**src/rtl/router_pkg.sv**
```systemverilog
// Shared constants for the router 1x3 output FIFOs.
// Word layout: header marker above the data byte; header length in bits 7:2.
package router_pkg;

    localparam int WIDTH      = 8;
    localparam int DEPTH_LOG2 = 4;
    localparam int MARK_BIT   = WIDTH;
    localparam int LEN_HI     = 7;
    localparam int LEN_LO     = 2;
    localparam int CNT_W      = 7;

    // Bytes left in a packet once its header has been read: payload + parity.
    function automatic logic [CNT_W-1:0] pkt_count(
        input logic [LEN_HI-LEN_LO:0] len
    );
        return CNT_W'(len) + CNT_W'(1);
    endfunction

endpackage

```
**src/rtl/router_fifo_ptr.sv**
```systemverilog
// Read/write pointers with an extra wrap bit; produces full/empty and
// the accepted-request strobes used by the FIFO storage.
module router_fifo_ptr
    import router_pkg::*;
#(
    parameter int AW = DEPTH_LOG2
) (
    input  logic          clock,
    input  logic          clear,
    input  logic          write_req,
    input  logic          read_req,
    output logic [AW-1:0] wr_addr,
    output logic [AW-1:0] rd_addr,
    output logic          write_ok,
    output logic          read_ok,
    output logic          full,
    output logic          empty
);

    logic [AW:0] wr_ptr;
    logic [AW:0] rd_ptr;

    assign wr_addr = wr_ptr[AW-1:0];
    assign rd_addr = rd_ptr[AW-1:0];

    assign empty = (wr_ptr == rd_ptr);
    assign full  = (wr_ptr[AW-1:0] == rd_ptr[AW-1:0])
                && (wr_ptr[AW] != rd_ptr[AW]);

    // Both strobes use pre-edge flags, so a full FIFO drops a paired write
    // and an empty one ignores a paired read.
    assign write_ok = write_req && !full;
    assign read_ok  = read_req && !empty;

    always_ff @(posedge clock) begin
        if (clear) begin
            wr_ptr <= '0;
        end else if (write_ok) begin
            wr_ptr <= wr_ptr + (AW + 1)'(1);
        end
    end

    always_ff @(posedge clock) begin
        if (clear) begin
            rd_ptr <= '0;
        end else if (read_ok) begin
            rd_ptr <= rd_ptr + (AW + 1)'(1);
        end
    end

endmodule

```
**src/rtl/router_fifo.sv**
```systemverilog
// Per-port output FIFO of the router 1x3: stores bytes with a header
// marker and tracks how much of the current packet is still unread.
module router_fifo
    import router_pkg::*;
#(
    parameter int W  = WIDTH,
    parameter int AW = DEPTH_LOG2
) (
    input  logic         clock,
    input  logic         reset,
    input  logic         soft_reset,
    input  logic         write_enb,
    input  logic         read_enb,
    input  logic         lfd_state,
    input  logic [W-1:0] data_in,
    output logic [W-1:0] data_out,
    output logic         empty,
    output logic         full,
    output logic         pkt_active
);

    logic              clear;
    logic              lfd_d;
    logic [AW-1:0]     wr_addr;
    logic [AW-1:0]     rd_addr;
    logic              write_ok;
    logic              read_ok;
    logic [W:0]        rd_word;
    logic [CNT_W-1:0]  count;
    logic [W:0]        mem [2**AW];

    assign clear = reset || soft_reset;

    router_fifo_ptr #(
        .AW(AW)
    ) u_ptr (
        .clock    (clock),
        .clear    (clear),
        .write_req(write_enb),
        .read_req (read_enb),
        .wr_addr  (wr_addr),
        .rd_addr  (rd_addr),
        .write_ok (write_ok),
        .read_ok  (read_ok),
        .full     (full),
        .empty    (empty)
    );

    // The header byte arrives one cycle after lfd_state, hence the delay.
    always_ff @(posedge clock) begin
        if (clear) begin
            lfd_d <= 1'b0;
        end else begin
            lfd_d <= lfd_state;
        end
    end

    always_ff @(posedge clock) begin
        if (write_ok && !clear) begin
            mem[wr_addr] <= {lfd_d, data_in};
        end
    end

    assign rd_word = mem[rd_addr];

    always_ff @(posedge clock) begin
        if (clear) begin
            data_out <= '0;
        end else if (read_ok) begin
            data_out <= rd_word[W-1:0];
        end
    end

    always_ff @(posedge clock) begin
        if (clear) begin
            count <= '0;
        end else if (read_ok) begin
            if (rd_word[W]) begin
                count <= pkt_count(rd_word[LEN_HI:LEN_LO]);
            end else if (count != '0) begin
                count <= count - CNT_W'(1);
            end
        end
    end

    assign pkt_active = (count != '0);

endmodule

```
**config.mk**
```make
export PLATFORM = sky130hd
export DESIGN_NAME = router_fifo
export DESIGN_NICKNAME = d
export VERILOG_FILES = /design/src/rtl/router_pkg.sv /design/src/rtl/router_fifo_ptr.sv /design/src/rtl/router_fifo.sv
export SDC_FILE = /design/constraint.sdc
export NUM_CORES = 1
export LEC_CHECK = 0
export ABC_CLOCK_PERIOD_IN_PS = 2250
export CAP_MARGIN = 20
export CORE_AREA = 2 2 116 118
export CTS_CLUSTER_DIAMETER = 120
export DETAILED_ROUTE_END_ITERATION = 6
export DIE_AREA = 0 0 118 120
export PLACE_DENSITY = 0.87
export SKIP_CTS_REPAIR_TIMING = 1
export SYNTH_ARGS = -nofsm -noshare
export SYNTH_HDL_FRONTEND = slang
export SYNTH_SLANG_ARGS = --single-unit
```
**constraint.sdc**
```tcl
create_clock -name clock -period 2.25 [get_ports clock]
set_input_delay 0.3375 -clock clock [delete_from_list [all_inputs] [get_ports clock]]
set_output_delay 0.3375 -clock clock [all_outputs]
set_load 0.005 [all_outputs]
```
; Word level (Yosys, flattened, before mapping)
; Memories as Yosys holds them, arrays and structs flattened. A register that Yosys moved wholly into a read port is not among the register bits.
; Cells that the tools add are included.
[classes]
add_sub_neg = 4
eq_ne = 3
muxes = 6
n_reduce_logical = 11
[op_table]
columns = operator, n
row1 = two-way mux 7 bit, 2
row2 = "adder 5 x 1 -> 5 bit, second input constant", 2
row3 = two-way mux 4 bit, 2
row4 = "adder 6 x 1 -> 7 bit, second input constant", 1
row5 = nonzero test 7 bit, 1
row6 = "subtractor 7 x 1 -> 7 bit, second input constant", 1
row7 = equality test 5 bit, 1
row8 = equality test 4 bit, 1
row9 = logical AND 1 bit, 4
row10 = zero test 1 bit, 3
row11 = two-way mux 1 bit, 2
row12 = AND reduction 2 bit, 1
row13 = nonzero test 2 bit, 1
row14 = logical OR 1 bit, 1
row15 = != test 1 bit, 1
[word_totals]
register_bits = 26
ram_bits = 144
input_bits = 14
mem_count = 1
[mem_list]
columns = name, depth, width, read_ports, rd_ports_with_merged_regs, wr, line
row1 = mem, 16, 9, 1, 1, 1, router_fifo.sv:30  ; logic [W:0] mem [2**AW];

; Logic depth before layout (Yosys ltp)
[logic_depth]
word_depth = 7
depth_mapped = 10
depth_no_buf = 7

; Hierarchy
; Synthesis repeated with hierarchy kept, for this count alone.
[hier_totals]
cells_unflattened = 431
hier_area_um2 = 7145.6
[modules_own_cells]
columns = module, instances, cells_per_inst, area_per_inst_um2
row1 = router_fifo, 1, 351, 6442.4
row2 = router_fifo_ptr, 1, 80, 703.2

; Worst setup path before layout
; No wires, ideal clock.
[synth_timing]
path_kind = reg-to-reg
start = reg u_ptr.wr_ptr[2]
end = mem mem[3][0] in the netlist's numbering (enable)
setup_time_ps = 387
t_arrival_ps = 1939
slack_ps = -76
path_stages_with_launch = 8
n_path_buf = 2
cell_sequence = dfxtp_1 clkbuf_1 xnor2_1 nand4_1 o21a_1 buf_2 nand3_1 nor3_1
[synth_via]
elab_chain_cells = 7
[synth_rtl]
columns = element, line
row1 = from (decl), router_fifo_ptr.sv:20  ; logic [AW:0] wr_ptr;
row2 = from (signal assigned), router_fifo_ptr.sv:39  ; wr_ptr <= wr_ptr + (AW + 1)'(1);
row3 = equality test 4 bit, router_fifo_ptr.sv:27  ; assign full = (wr_ptr[AW-1:0] == rd_ptr[AW-1:0])
row4 = logical AND 1 bit, router_fifo_ptr.sv:28  ; && (wr_ptr[AW] != rd_ptr[AW]);
row5 = zero test 1 bit, router_fifo_ptr.sv:32  ; assign write_ok = write_req && !full;
row6 = logical AND 1 bit, router_fifo_ptr.sv:32
row7 = logical AND 1 bit, router_fifo.sv:59  ; if (write_ok && !clear) begin
row8 = two-way mux 1 bit, router_fifo.sv:59
row9 = two-way mux 1 bit (not written as such), router_fifo.sv:60  ; mem[wr_addr] <= {lfd_d, data_in};
row10 = to (decl), router_fifo.sv:30
; Several ways; a longest one is shown, not always the timed one.

==> impl.org <==
** Run status
- The run finished, with violations left.
- Failing checks :: setup timing

** Yosys
- Flip-flop and latch count after synthesis :: 174
- Synthesis produced a netlist whose cell count is 411.
- The Yosys step of the flow raised 0 warnings.
- Number of nets produced by synthesis :: 433
- Count of flip-flops with a built-in enable after synthesis :: ~140
- For this run, the register share of the synthesized area comes to 0.7029.
- After synthesis, the cell types taking the most area are edfxtp_1 62%, mux4_2 9.6%, dfxtp_1 8.6%.
- Average size of a mapped cell :: 17.05 sq um
- For this run, asynchronously set or reset flops after synthesis account for 0.
- Most repeated cell in the gate-level netlist after synthesis :: edfxtp_1
- After synthesis the cells add up to 7007 sq um.
- Cell type contributing the most total cell area after synthesis :: edfxtp_1
- Number of distinct library cells after synthesis :: 44
- Commonest cells post-synth :: 144 x edfxtp_1, 32 x nand2_1, 31 x nor2_1
- For this run, the leading register cell type out of synthesis is edfxtp_1.
- Of the post-synthesis cell area, the dominant cell type holds 0.6171.

** STA
- Headroom to the max-slew limit came out at 0.4760.
- Period minus WS final :: 2.345 ns
- Maximum clock frequency :: 0.4264 GHz
- Final worst slack :: -0.09514 ns
- Worst-Margin Slew :: 0.7832 ns
- Of the available clock period, the critical path in the final layout requires 1.042.
- Post-Route Skew :: 0.007344 ns
- The final max-slew violation count was 0.
- The number of hold-slack violations in the final timing report is 0.
- Setup repair after global routing missed its margin :: yes
- Setup violations remaining at the end of the flow were counted as 2.

** Route
- Ratio of routed vias to standard cells :: 6.124
- Total routed wirelength :: around 16,000 microns
- The first detailed-routing pass took 6 iterations.
- Post-detailed-route DRC marker count :: 0
- Number of nets still failing antenna checks after routing :: 0
- Initial detailed-routing violation count :: 647
- For this block, the via count after detailed routing is 4,183.
- Dividing the detail-routed wire length by the instance count gives 23.96 microns.

** CTS
- The clock tree synthesis step divided the H-tree into 4 levels.
- The tree is rooted in a clkbuf_16.
- Clock latency reported for the late side of the worst-skew pair :: 0.43 ns
- Number of CTS-inserted buffers :: 17
- The longest clock path from root to sink contains 2 buffers.
- The tree built by TritonCTS fans out to between 150 and 200 sinks.
- CTS tree :: done
- Clock transition at the registers of the reported paths :: 0.06 ns

** Place
- Half-perimeter wire length after placement :: approximately 9300 microns
- Final GP Congestion :: 0.9136
- In this run the cell area measured after placement is about 7800 sq um.
- Worst slack after detailed placement :: -0.01556 ns
- I/O Buffers :: 24

** Setup path
- Setup slack of the most critical reg-to-reg path :: -0.1 ns
- Critical path fanouts, max :: 6
- Required @ worst endpoint :: 2.61 ns
- Kind of start point of the critical path :: flip-flop
- Worst path top cell family by delay :: simple AND/OR/NAND/NOR gates
- The signal on the critical path passes through nor2_1 > a22oi_2 > and2_4 > a21oi_1 > and3_4 > o221a_1.
- The slowest stage of the critical path belongs to the cell nor2_1.
- Data arrival time of the critical path :: 2.71 ns
- For the worst flop-to-flop path, the logic depth is 6.
- Buffering stage count on the worst path with inverters included :: 0
- Reg2reg end :: count[6]
- Delay of the slowest critical-path stage :: roughly 0.65 ns
- STA classifies the critical path endpoint as a flip-flop.
- Critical path class :: flip-flop to flip-flop

** Die
- The die covers 14,160 sq um.
- Die Span Y :: 120 microns
- Number of ports placed on the die boundary :: 25
- For this configuration, the core starts out at a cell density of 0.5398.
- In this run the standard cell core region covers 12,980 sq um.
- Die W :: 118 microns
- Std cell rows :: between 40 and 50

** Hold path
- In this run the worst hold path is classified as flip-flop to flip-flop.
- Endpoint, Worst Hold :: data_out[7]
- In this run the most critical hold path is launched from data_out[7].
- The worst hold path passes through 2 cells.

** Pwr
- Summed over all cells, the static leakage comes to 2.849 nW.
- Cell Pwr Density :: about 760 nW/um^2
- The worst-case IR drop observed on VDD is 0.5451 mV.

** Final layout
- With fillers left out, the area of the finished cells amounts to 8543 sq um.
- Of the cells placed in the final design, the portion with a size suffix greater than 1 is 0.3136.
- Net count, final :: between 500 and 600
- The number of antenna diodes in the final layout is 0.
- Area growth from synthesis to layout :: 21.93%

** Global route
- Across every metal layer, demand over resource in global routing totals 0.2293.
- For this run the aggregate overflow at the end of global routing stands at 0.
- The first global-routing pass estimated between 20,000 and 25,000 microns of wire.
- Pin count of the biggest net entering global routing :: 37
- Initial antenna violation count :: 0
- Via count of the first global-routing pass :: roughly 4,100

** Job
- Max Cap Violations :: 0
==> placed cells by master (no fill, tap or decap), drive strengths merged, types with 2 or more instances in the layout <==
cell type / n
dlymetal6s2s: 2
ha: 8
a221oi: 3
clkinvlp: 2
inv: 8
nand3: 8
o21a: 2
a22oi: 14
clkbuf: 19
o21ai: 8
dfxtp: 30
nor2b: 2
edfxtp: 144
and3: 2
and2: 3
clkinv: 7
buf: 60
nand2b: 3
or3: 2
xnor2: 7
mux4: 39
nor3: 5
nand4: 5
clkdlybuf4s50: 22
a21oi: 16
nand2: 33
xor2: 10
nor2: 31
==> metal layers <==
metal | part of all wire | GRT usage | vias to the layer above
li1 | - | - | 1786
met1 | 0.37 | 0.2935 | 2063
met2 | 0.48 | 0.3594 | 261
met3 | 0.088 | 0.06179 | 73
met4 | 0.057 | 0.1273 | 0
met5 | 0 | 0 | -
==> stage by stage <==
step           hold slack, ns  setup TNS (ns)  utilization  std cells  power (mW)
3_5_place_dp           0.4469        -0.01556       0.5972        637       3.787
2_1_floorplan          0.4364          -2.679            -        411       3.681
3_3_place_gp           0.4435               0       0.5972        637       3.776
4_1_cts                0.4551         -0.7076       0.6392        668       6.487
6_report               0.4597         -0.1270       0.6582        683       6.498
5_1_grt                0.4677         -0.5111       0.6582        683       6.675
==> report_power, final <==
group          switching, mW  internal [mW]
clock network           1.22           1.52
registers             0.0121           3.49
logic                  0.134          0.118
==> layout make-up <==
type | count | area [sq um]
Timing Repair Buffer | 85 | 782.0
Clock inverter | 13 | 116.4
Sequential cell | 174 | 4943
Fill cell | 849 | 4437
Inverter | 5 | 18.77
Clock buffer | 18 | 429.2
Tap cell | 176 | 220.2
Multi-Input combinational cell | 212 | 2033
==> sequential cells by signal, summed over array words and instances, names as in the netlist, named ones only <==
register,flops
data_out,8
mem,144
u_ptr.wr_ptr,5
count,7
lfd_d,1
u_ptr.rd_ptr,5
==> worst max-delay path by stage <==
stage / startpoint / to / slack [ns] / depth (start not counted)
2_1_floorplan: u_ptr.wr_ptr[2] / mem[3][0] / -0.08 / 7
3_3_place_gp: flip-flop / count[6] / 0.04 / 6
3_5_place_dp: flip-flop / count[6] / -0.02 / 6
4_1_cts: count[2] / pkt_active / -0.18 / 3
5_1_grt: flip-flop / count[6] / -0.22 / 6
6_report: flip-flop / count[6] / -0.1 / 6
==> cell families (layout without fill, tap and decap cells) <==
| family | count (synthesis) | in the layout | synth area share |
|---|---|---|---|
| fa+ha+maj | 8 | 8 | 0.01429 |
| mux | 39 | 39 | 0.1302 |
| simple gates | 98 | 98 | 0.06339 |
| flops | 174 | 174 | 0.7029 |
| buf+inv | 25 | 121 | 0.02053 |
| xor+xnor | 17 | 17 | 0.02125 |
| compound gates | 50 | 50 | 0.04750 |
==> worst reg2reg max path, delay by kind of cell (launching register included) <==
| family | cells | cell delay (ns) |
|---|---|---|
| simple gates | 3 | 1.13 |
| compound gates | 3 | 0.75 |
| flops | 1 | 0.41 |
Note: power is estimated with default switching activity, not from simulation.
